`config.mk`:
```
export PLATFORM = sky130hd
export DESIGN_NAME = bitlet_requant_packer_flat
export DESIGN_NICKNAME = d
export VERILOG_FILES = /design/src/rtl/bitlet_requant_packer_if.sv /design/src/rtl/bitlet_requant_packer.sv /design/src/flat_wrapper.sv
export SDC_FILE = /design/constraint.sdc
export NUM_CORES = 1
export LEC_CHECK = 0
export CELL_PAD_IN_SITES_DETAIL_PLACEMENT = 0
export CELL_PAD_IN_SITES_GLOBAL_PLACEMENT = 1
export CORE_MARGIN = 8
export CORE_UTILIZATION = 45
export DETAILED_ROUTE_END_ITERATION = 7
export PLACE_DENSITY = 0.84
export RECOVER_POWER = 25
export REMOVE_ABC_BUFFERS = 1
export SETUP_SLACK_MARGIN = 0.2
export SYNTH_ARGS = -nofsm -noshare
export SYNTH_HDL_FRONTEND = slang
export SYNTH_SLANG_ARGS = --single-unit
```
`constraint.sdc`:
```
create_clock -name clk -period 11.31 [get_ports clk]
set_input_delay 2.8275 -clock clk [delete_from_list [all_inputs] [get_ports clk]]
set_output_delay 2.8275 -clock clk [all_outputs]
set_load 0.02 [all_outputs]
```
`src/rtl/bitlet_requant_packer_if.sv`:
```
// Accumulator-result input and packed-word output bus for bitlet_requant_packer.
// slave = packer side, master = accumulator/consumer side.
interface bitlet_requant_packer_if #(
  parameter int WID_ACC = 32,
  parameter int WID_OUT = 8,
  parameter int N_PACK  = 4
);
  localparam int CNT_W = $clog2(N_PACK + 1);

  logic                        acc_vld;
  logic signed [WID_ACC-1:0]   acc;
  logic                        flush;
  logic                        out_vld;
  logic                        out_rdy;
  logic [N_PACK*WID_OUT-1:0]   out_data;
  logic [CNT_W-1:0]            out_cnt;

  modport slave (
    input  acc_vld, acc, flush, out_rdy,
    output out_vld, out_data, out_cnt
  );

  modport master (
    output acc_vld, acc, flush, out_rdy,
    input  out_vld, out_data, out_cnt
  );
endinterface

```
`src/rtl/bitlet_requant_packer.sv`:
```
// Rounds/shifts accumulator results, saturates to WID_OUT lanes, packs N_PACK per word into a FIFO.
// Latency: 2 edges from last lane (or flush) to out_vld on an empty FIFO; 1 result/cycle in, 1 word/cycle out.
// Never back-pressures acc input; pushes into a full FIFO are dropped (ovf_err). BITLET_REQ_RELU_EN zeroes negatives.
module bitlet_requant_packer #(
  parameter int WID_ACC    = 32,
  parameter int WID_OUT    = 8,
  parameter int N_PACK     = 4,
  parameter int FIFO_DEPTH = 4
) (
  input  logic                      clk,
  input  logic                      rst,
  input  logic [4:0]                cfg_shift,
  bitlet_requant_packer_if.slave    bus,
  output logic                      ovf_err,
  output logic [15:0]               sat_cnt
);
  localparam int CNT_W  = $clog2(N_PACK + 1);
  localparam int PTR_W  = $clog2(FIFO_DEPTH);
  localparam int WORD_W = N_PACK * WID_OUT;
  localparam int QMAX_I = 2 ** (WID_OUT - 1) - 1;
  localparam logic signed [WID_ACC:0] Q_MAX = (WID_ACC + 1)'(QMAX_I);
  localparam logic signed [WID_ACC:0] Q_MIN = (WID_ACC + 1)'(-QMAX_I - 1);

  // S1: round-half-up arithmetic shift, one guard bit so the rounding add cannot wrap
  logic signed [WID_ACC:0] acc_ext;
  logic signed [WID_ACC:0] rnd_add;
  logic signed [WID_ACC:0] s1_r_nxt;
  logic [4:0]              sh_m1;

  always_comb begin
    acc_ext = {bus.acc[WID_ACC-1], bus.acc};
    sh_m1   = cfg_shift - 5'd1;
    rnd_add = '0;
    if (cfg_shift != 5'd0) begin
      rnd_add = {{WID_ACC{1'b0}}, 1'b1} << sh_m1;
    end
    s1_r_nxt = (acc_ext + rnd_add) >>> cfg_shift;
  end

  logic                    s1_vld;
  logic                    s1_flush;
  logic signed [WID_ACC:0] s1_r;

  always_ff @(posedge clk) begin
    if (rst) begin
      s1_vld   <= 1'b0;
      s1_flush <= 1'b0;
      s1_r     <= '0;
    end else begin
      s1_vld   <= bus.acc_vld;
      s1_flush <= bus.flush;
      s1_r     <= s1_r_nxt;
    end
  end

  // S2: optional ReLU, clamp, lane insert and word-push decision
  logic signed [WID_ACC:0] r_eff;
  logic [WID_OUT-1:0]      q;
  logic                    clip;
  logic [WID_OUT-1:0]      lanes     [N_PACK];
  logic [WID_OUT-1:0]      lanes_nxt [N_PACK];
  logic [CNT_W-1:0]        lane_idx;
  logic [CNT_W-1:0]        cnt_after;
  logic                    push;
  logic [WORD_W-1:0]       word_dat;

  always_comb begin
`ifdef BITLET_REQ_RELU_EN
    r_eff = s1_r[WID_ACC] ? '0 : s1_r;
`else
    r_eff = s1_r;
`endif
    clip = 1'b0;
    q    = r_eff[WID_OUT-1:0];
    if (r_eff > Q_MAX) begin
      q    = Q_MAX[WID_OUT-1:0];
      clip = 1'b1;
    end else if (r_eff < Q_MIN) begin
      q    = Q_MIN[WID_OUT-1:0];
      clip = 1'b1;
    end

    lanes_nxt = lanes;
    word_dat  = '0;
    for (int i = 0; i < N_PACK; i++) begin
      if (s1_vld && (lane_idx == CNT_W'(i))) begin
        lanes_nxt[i] = q;
      end
      word_dat[i*WID_OUT +: WID_OUT] = lanes_nxt[i];
    end

    // a same-cycle S1 result counts toward a flushed word
    cnt_after = lane_idx + CNT_W'(s1_vld);
    push      = (cnt_after == CNT_W'(N_PACK)) || (s1_flush && (cnt_after != '0));
  end

  always_ff @(posedge clk) begin
    if (rst) begin
      lane_idx <= '0;
      for (int i = 0; i < N_PACK; i++) lanes[i] <= '0;
    end else if (push) begin
      lane_idx <= '0;
      for (int i = 0; i < N_PACK; i++) lanes[i] <= '0;
    end else begin
      lane_idx <= cnt_after;
      lanes    <= lanes_nxt;
    end
  end

  always_ff @(posedge clk) begin
    if (rst) begin
      sat_cnt <= '0;
    end else if (s1_vld && clip && (sat_cnt != 16'hFFFF)) begin
      sat_cnt <= sat_cnt + 16'd1;
    end
  end

  // Output FIFO; a simultaneous pop frees the slot for a push into a full FIFO
  logic [WORD_W-1:0] mem_dat [FIFO_DEPTH];
  logic [CNT_W-1:0]  mem_cnt [FIFO_DEPTH];
  logic [PTR_W-1:0]  wr_ptr;
  logic [PTR_W-1:0]  rd_ptr;
  logic [PTR_W:0]    fill;
  logic              full;
  logic              pop;
  logic              wr_en;

  assign full  = (fill == (PTR_W + 1)'(FIFO_DEPTH));
  assign pop   = bus.out_vld && bus.out_rdy;
  assign wr_en = push && (!full || pop);

  always_ff @(posedge clk) begin
    if (wr_en) begin
      mem_dat[wr_ptr] <= word_dat;
      mem_cnt[wr_ptr] <= cnt_after;
    end
  end

  always_ff @(posedge clk) begin
    if (rst) begin
      wr_ptr  <= '0;
      rd_ptr  <= '0;
      fill    <= '0;
      ovf_err <= 1'b0;
    end else begin
      if (wr_en) wr_ptr <= wr_ptr + PTR_W'(1);
      if (pop)   rd_ptr <= rd_ptr + PTR_W'(1);
      fill <= fill + (PTR_W + 1)'(wr_en) - (PTR_W + 1)'(pop);
      if (push && !wr_en) ovf_err <= 1'b1;
    end
  end

  assign bus.out_vld  = (fill != '0);
  assign bus.out_data = bus.out_vld ? mem_dat[rd_ptr] : '0;
  assign bus.out_cnt  = bus.out_vld ? mem_cnt[rd_ptr] : '0;
endmodule

```
`src/flat_wrapper.sv`:
```
// flat-port wrapper written by rule: the top's interface ports become plain ports
module bitlet_requant_packer_flat 
#(
  parameter int WID_ACC    = 32,
  parameter int WID_OUT    = 8,
  parameter int N_PACK     = 4,
  parameter int FIFO_DEPTH = 4
)
  (clk, rst, cfg_shift, ovf_err, sat_cnt, bus_acc_vld, bus_acc, bus_flush, bus_out_rdy, bus_out_vld, bus_out_data, bus_out_cnt);
  bitlet_requant_packer_if #(.WID_ACC(WID_ACC), .WID_OUT(WID_OUT), .N_PACK(N_PACK)) bus_i ();
  input  logic clk;
  input  logic rst;
  input  logic [4:0] cfg_shift;
  output logic ovf_err;
  output logic [15:0] sat_cnt;
  input wire logic [$bits(bus_i.acc_vld)-1:0] bus_acc_vld;
  input wire logic [$bits(bus_i.acc)-1:0] bus_acc;
  input wire logic [$bits(bus_i.flush)-1:0] bus_flush;
  input wire logic [$bits(bus_i.out_rdy)-1:0] bus_out_rdy;
  output wire logic [$bits(bus_i.out_vld)-1:0] bus_out_vld;
  output wire logic [$bits(bus_i.out_data)-1:0] bus_out_data;
  output wire logic [$bits(bus_i.out_cnt)-1:0] bus_out_cnt;
  assign bus_i.acc_vld = bus_acc_vld;
  assign bus_i.acc = bus_acc;
  assign bus_i.flush = bus_flush;
  assign bus_i.out_rdy = bus_out_rdy;
  assign bus_out_vld = bus_i.out_vld;
  assign bus_out_data = bus_i.out_data;
  assign bus_out_cnt = bus_i.out_cnt;
  bitlet_requant_packer #(.WID_ACC(WID_ACC), .WID_OUT(WID_OUT), .N_PACK(N_PACK), .FIFO_DEPTH(FIFO_DEPTH)) u_core (.clk(clk), .rst(rst), .cfg_shift(cfg_shift), .bus(bus_i), .ovf_err(ovf_err), .sat_cnt(sat_cnt));
endmodule
```
**Word-level counts from Yosys, hierarchy flattened**

Memory sizes are Yosys's and may differ from the RTL's. A register that Yosys moved wholly into a read port is not among the register bits.
Index checks and enable logic that the tools add are counted.

- Register bits after elaboration: 94
- Memory bits (writable): 140
- Memories kept: 2
- Output and inout bits: 53
- Word-level logic and storage cells: 69

- $add $sub $neg: 8
- Mux-type cells: 17
- Reductions and logical operators: 19
- Magnitude comparators: 2
- Shift-type cells: 2
- Equality and inequality tests: 6

Memories:

| memory | words | width | read ports | clocked after memory_dff | wr ports | line | RTL |
|---|---|---|---|---|---|---|---|
| u_core.mem_dat | 4 | 32 | 1 | 1 | 1 | bitlet_requant_packer.sv:119 | `logic [WORD_W-1:0] mem_dat [FIFO_DEPTH];` |
| u_core.mem_cnt | 4 | 3 | 1 | 1 | 1 | bitlet_requant_packer.sv:120 | `logic [CNT_W-1:0] mem_cnt [FIFO_DEPTH];` |

Operators by type and width:

| cell | count |
|---|---|
| two-way mux 8 bit | 6 |
| adder 32 x 33 -> 33 bit | 1 |
| greater-than comparator 33 x 8 -> 1 bit, second input constant | 1 |
| < comparator 33 x 8 -> 1 bit, second input constant | 1 |
| two-way mux 33 bit | 1 |
| left shift 1 x 5 -> 33 bit, first input constant | 1 |
| >>> shifter 33 x 5 -> 33 bit | 1 |
| two-way mux 32 bit | 1 |
| adder 16 x 1 -> 16 bit, second input constant | 1 |
| inequality test 16 bit, second input constant | 1 |
| logical AND 1 bit | 10 |
| two-way mux 2 bit | 4 |
| adder 3 x 1 -> 3 bit | 2 |
| equality test 3 x 2 -> 1 bit, second input constant | 2 |
| equality test 3 bit, second input constant | 2 |
| nonzero test 3 bit | 2 |
| nonzero test 5 bit | 1 |
| subtractor 5 x 1 -> 5 bit, second input constant | 1 |
| adder 2 x 1 -> 2 bit, second input constant | 2 |
| two-way mux 1 bit | 4 |
| equality test 3 x 1 -> 1 bit, second input constant | 1 |
| logical NOT 3 bit | 1 |
| two-way mux 3 bit | 1 |
| subtractor 3 x 1 -> 3 bit | 1 |
| other kinds (3) | 5 |

**Longest topological paths before layout**

- Depth after elaboration: 7
- Mapped depth: 18
- Gate-level depth less buffers: 14

**Worst setup path after synthesis**

No wires, ideal clock.

- Kind: input-to-reg
- Start point: input cfg_shift[3]
- End point: register u_core.s1_r[16], in the netlist u_core.r_eff[16]
- Arrival time: 6.717 ns
- Setup time: 0.144 ns
- Path slack: 4.448 ns
- Buffers on the path: 4
- Cell stages on the path: 17
- Data required time: 11.166 ns
- Cell sequence: clkbuf_1 inv_1 clkbuf_1 clkbuf_1 nand3_1 nor2_1 ha_1 buf_2 a21oi_1 o21ai_0 nor2b_1 or3_1 or3_2 and2_1 mux4_2 mux2i_1 a221oi_1

- Word-level cells in the longest chain between the ends: 5
- Elaborated cells between the ends (all ways): 6
- Classes of those cells: 2 x add/sub; 2 x shift; 1 x mux; 1 x reduce/logical

RTL lines:

| item | line | RTL |
|---|---|---|
| start: declaration | flat_wrapper.sv:13 | `input logic [4:0] cfg_shift;` |
| subtractor 5 x 1 -> 5 bit | bitlet_requant_packer.sv:32 | `sh_m1 = cfg_shift - 5'd1;` |
| left shift 1 x 5 -> 33 bit | bitlet_requant_packer.sv:35 | `rnd_add = {{WID_ACC{1'b0}}, 1'b1} << sh_m1;` |
| two-way mux 33 bit | bitlet_requant_packer.sv:34 | `if (cfg_shift != 5'd0) begin` |
| adder 32 x 33 -> 33 bit | bitlet_requant_packer.sv:37 | `s1_r_nxt = (acc_ext + rnd_add) >>> cfg_shift;` |
| >>> shifter 33 x 5 -> 33 bit (*) | bitlet_requant_packer.sv:37 |  |
| end signal: assignment | bitlet_requant_packer.sv:52 | `s1_r <= s1_r_nxt;` |
| end: declaration | bitlet_requant_packer.sv:42 | `logic signed [WID_ACC:0] s1_r;` |

Every way passes the cells marked *; elsewhere a longest branch is shown, timed or not.
A chain may end at the register's enable or synchronous reset.

**Worst setup path in the final report**

- Start point: input cfg_shift[3]
- End point: register u_core.s1_r[15], in the netlist u_core.r_eff[15]

Same word-level chain as after synthesis.

==> out/results.txt <==
status: complete, but fails checks
failing checks: max-capacitance violations, max-slew violations
FMAX: 121 MHz
initial antenna violation count: 0
#FFs+latches synth: 236
largest net degree at the start of global routing: 42
# hold bufs at CTS: 0
Vias/cell: 6.12
first-pass GRT wire length: 60200 um
slowest CP cell: a211oi_1
top cell type's share of synthesized area: 0.307
CP max stage delay: 0.97 ns
antenna cells: 0
crit start category: primary input
crit share post-route: 0.733
DRT iter0 DRCs: 904
CP arrival: 8.70 ns
Post-Place Cell Area: 15000 sq um
Max clock buf depth: 3
drt wl/cell: 21.5 um
maxcap violations: 1
# fillers: 2735
row count: 64
Critical Path Fanout Max: 27
Num CTS Buffers: 22
transition time of the tightest slew-check pin: 2.08 ns
initial core utilization: 0.453
Synth area leader: edfxtp_1
1st-pass router iterations: 7
# setup viols final: 0
Area Overhead vs Synth: 14.5%
Async SR Flop Fraction: 0
H-tree depth: 1
buffers added on ports: 94
CTS root buf: clkbuf_16
die height: 191 um
Final Hold Viols: 0
CP dominant cell by count: nor2_1
Worst-path clk slew: 0.06 ns
Final Wtd Congestion: 0.983
crit path kind: in -> reg
number of flops mapped to enable cells by yosys: 140
Cell Area, Synth: 13700 sq um
Peak supply drop: 102 uV
Pleak: 5.55 nW
Detail Placement HPWL: 27900 um
grt ovf: 0
Vias: 11000
post_cts resized: 0
Tmin final: 8.29 ns
main area contributors after synthesis: edfxtp_1 (31%), dfxtp_1 (14%), mux4_2 (8.4%), ha_1 (3.7%), nor2_1 (3.3%)
share of cells above drive strength 1: 0.0975
Pwr per Cell Area: 156 nW/um^2
Antenna Violating Nets Remaining: 0
CTS tree: yes
Slew headroom: -0.386
DRC viols: 0
Die Width: 191 um
# IOs: 95
syn_area_per_cell: 10.3 sq um
YS warnings: 0
tightest hold margin: 0.473 ns
CP required: 11.73 ns
final instance area: 15700 sq um
vias in the first global route: 10700
Synth Instances: 1335
dominant synthesized flop cell: edfxtp_1
Cell Chain, Critical Path: clkdlybuf4s50_1 > buf_4 > inv_1 > nor2_1 > nand2_1 > nor2_1 > ha_1 > and4_2 > nor3b_1 > a22o_1 > o2111ai_1 > a211oi_1 > nor3_1 > a2111oi_0 > o311ai_0 > o21ai_0
Hold WC Path Type: reg -> reg
Tot GR Track Use: 0.208
total negative setup slack: 0 ns
Synth cell types: 87
Post-layout nets: 1474
total power: 2.44 mW
die area: 36300 sq um
CP endpoint kind: register
final WL: 38700 um
Clock Latency Late Sink: 0.49 ns
register area share after synthesis: 0.447
core area: 30300 sq um
clock skew: 0.00664 ns
Setup Buffers After CTS: 0
clock sink count: 236
Slew Limit Fails: 42
RSZ-0062 raised after global routing: false
==> placed cells by master (no fill, tap or decap), drive strengths merged, types with 18 or more instances in the layout <==
cell type,n
a211oi,25
a21oi,58
and2,45
buf,19
clkbuf,31
clkdlybuf4s50,93
dfxtp,96
edfxtp,140
ha,41
inv,23
mux2i,27
mux4,51
nand2,113
nand3,32
nand4,24
nor2,120
nor2b,42
nor3,38
nor4,20
o211ai,18
o21ai,93
xnor2,20
==> cell families after synthesis <==
group                      Yosys count  synth area share
xor gates and xnor gates            35            0.0224
AOI/OAI and AO/OA                  335             0.168
DFF                                236             0.447
adders and majority gates           43            0.0404
muxes                               88             0.112
and+or+nand+nor                    491             0.180
other                                1          0.000274
buffers and inverters              106            0.0302
==> synthesized netlist by cell type (24+ instances only) <==
cell type / instances
edfxtp_1: 140
nor2_1: 120
nand2_1: 113
dfxtp_1: 96
o21ai_0: 88
a21oi_1: 57
clkbuf_1: 57
mux4_2: 51
and2_1: 45
nor2b_1: 42
ha_1: 41
nor3_1: 38
nand3_1: 32
mux2i_1: 27
a211oi_1: 24
nand4_1: 24
==> per-layer routing <==
layer	vias up	global-route usage	wire length [um]
li1	5214	-	-
met1	5414	0.260	16000
met2	326	0.372	19700
met3	73	0.0176	1870
met4	0	0.0707	1150
met5	-	0	0
==> stage by stage <==
stage | util | std cells | worst slack (ns)
final | 0.518 | 1801 | 3.02
after global routing | 0.518 | 1801 | 2.62
after CTS | 0.518 | 1801 | 3.27
after detailed placement | 0.494 | 1761 | 2.78
after global placement | 0.494 | 1761 | 2.84
after floorplan | - | 1251 | 3.81
==> power by group <==
group          internal (mW)  switching [mW]  leakage, nW
Clock                  0.434           0.303        0.360
Combinational          0.334           0.390         3.08
Sequential             0.943          0.0352         2.11
Total                   1.71           0.728         5.55
==> state kept, by name (all words and copies together), names as in the netlist, named ones only <==
signal / count
u_core.ovf_err: 1
u_core.lanes: 32
u_core.fill: 3
u_core.s1_flush: 1
u_core.s1_vld: 1
u_core.wr_ptr: 2
u_core.mem_dat: 128
u_core.r_eff: 33
u_core.rd_ptr: 2
u_core.lane_idx: 3
u_core.mem_cnt: 12
u_core.sat_cnt: 16
==> worst max-delay path, delay by kind of cell <==
family / cells / cell delay [ns]
buffers and inverters: 3 / 1.22
AND/OR/NAND/NOR: 6 / 1.50
adder cells (fa/ha/maj): 1 / 0.28
AO/OA/AOI/OAI: 6 / 2.86
==> final timing paths <==
check,start,endpoint,slack (ns),cells past startpoint
max,cfg_shift[3],u_core.r_eff[15],3.02,16
max reg2reg,u_core.r_eff[23],u_core.mem_dat[0][16],7.85,5
min,u_core.ovf_err,u_core.ovf_err,0.47,2
min reg2reg,u_core.ovf_err,u_core.ovf_err,0.47,2
==> final cells by class <==
type | instances | area [sq um] | share of cell area
multi-input cells | 993 | 7170 | 0.457
flip-flops and latches | 236 | 6130 | 0.391
repair buffers | 114 | 1090 | 0.0693
clock buffers | 30 | 622 | 0.0396
well taps | 396 | 495 | 0.0316
clock inverters | 10 | 109 | 0.00694
inverters | 22 | 82.6 | 0.00526
Note: power is estimated with default switching activity, not from simulation.
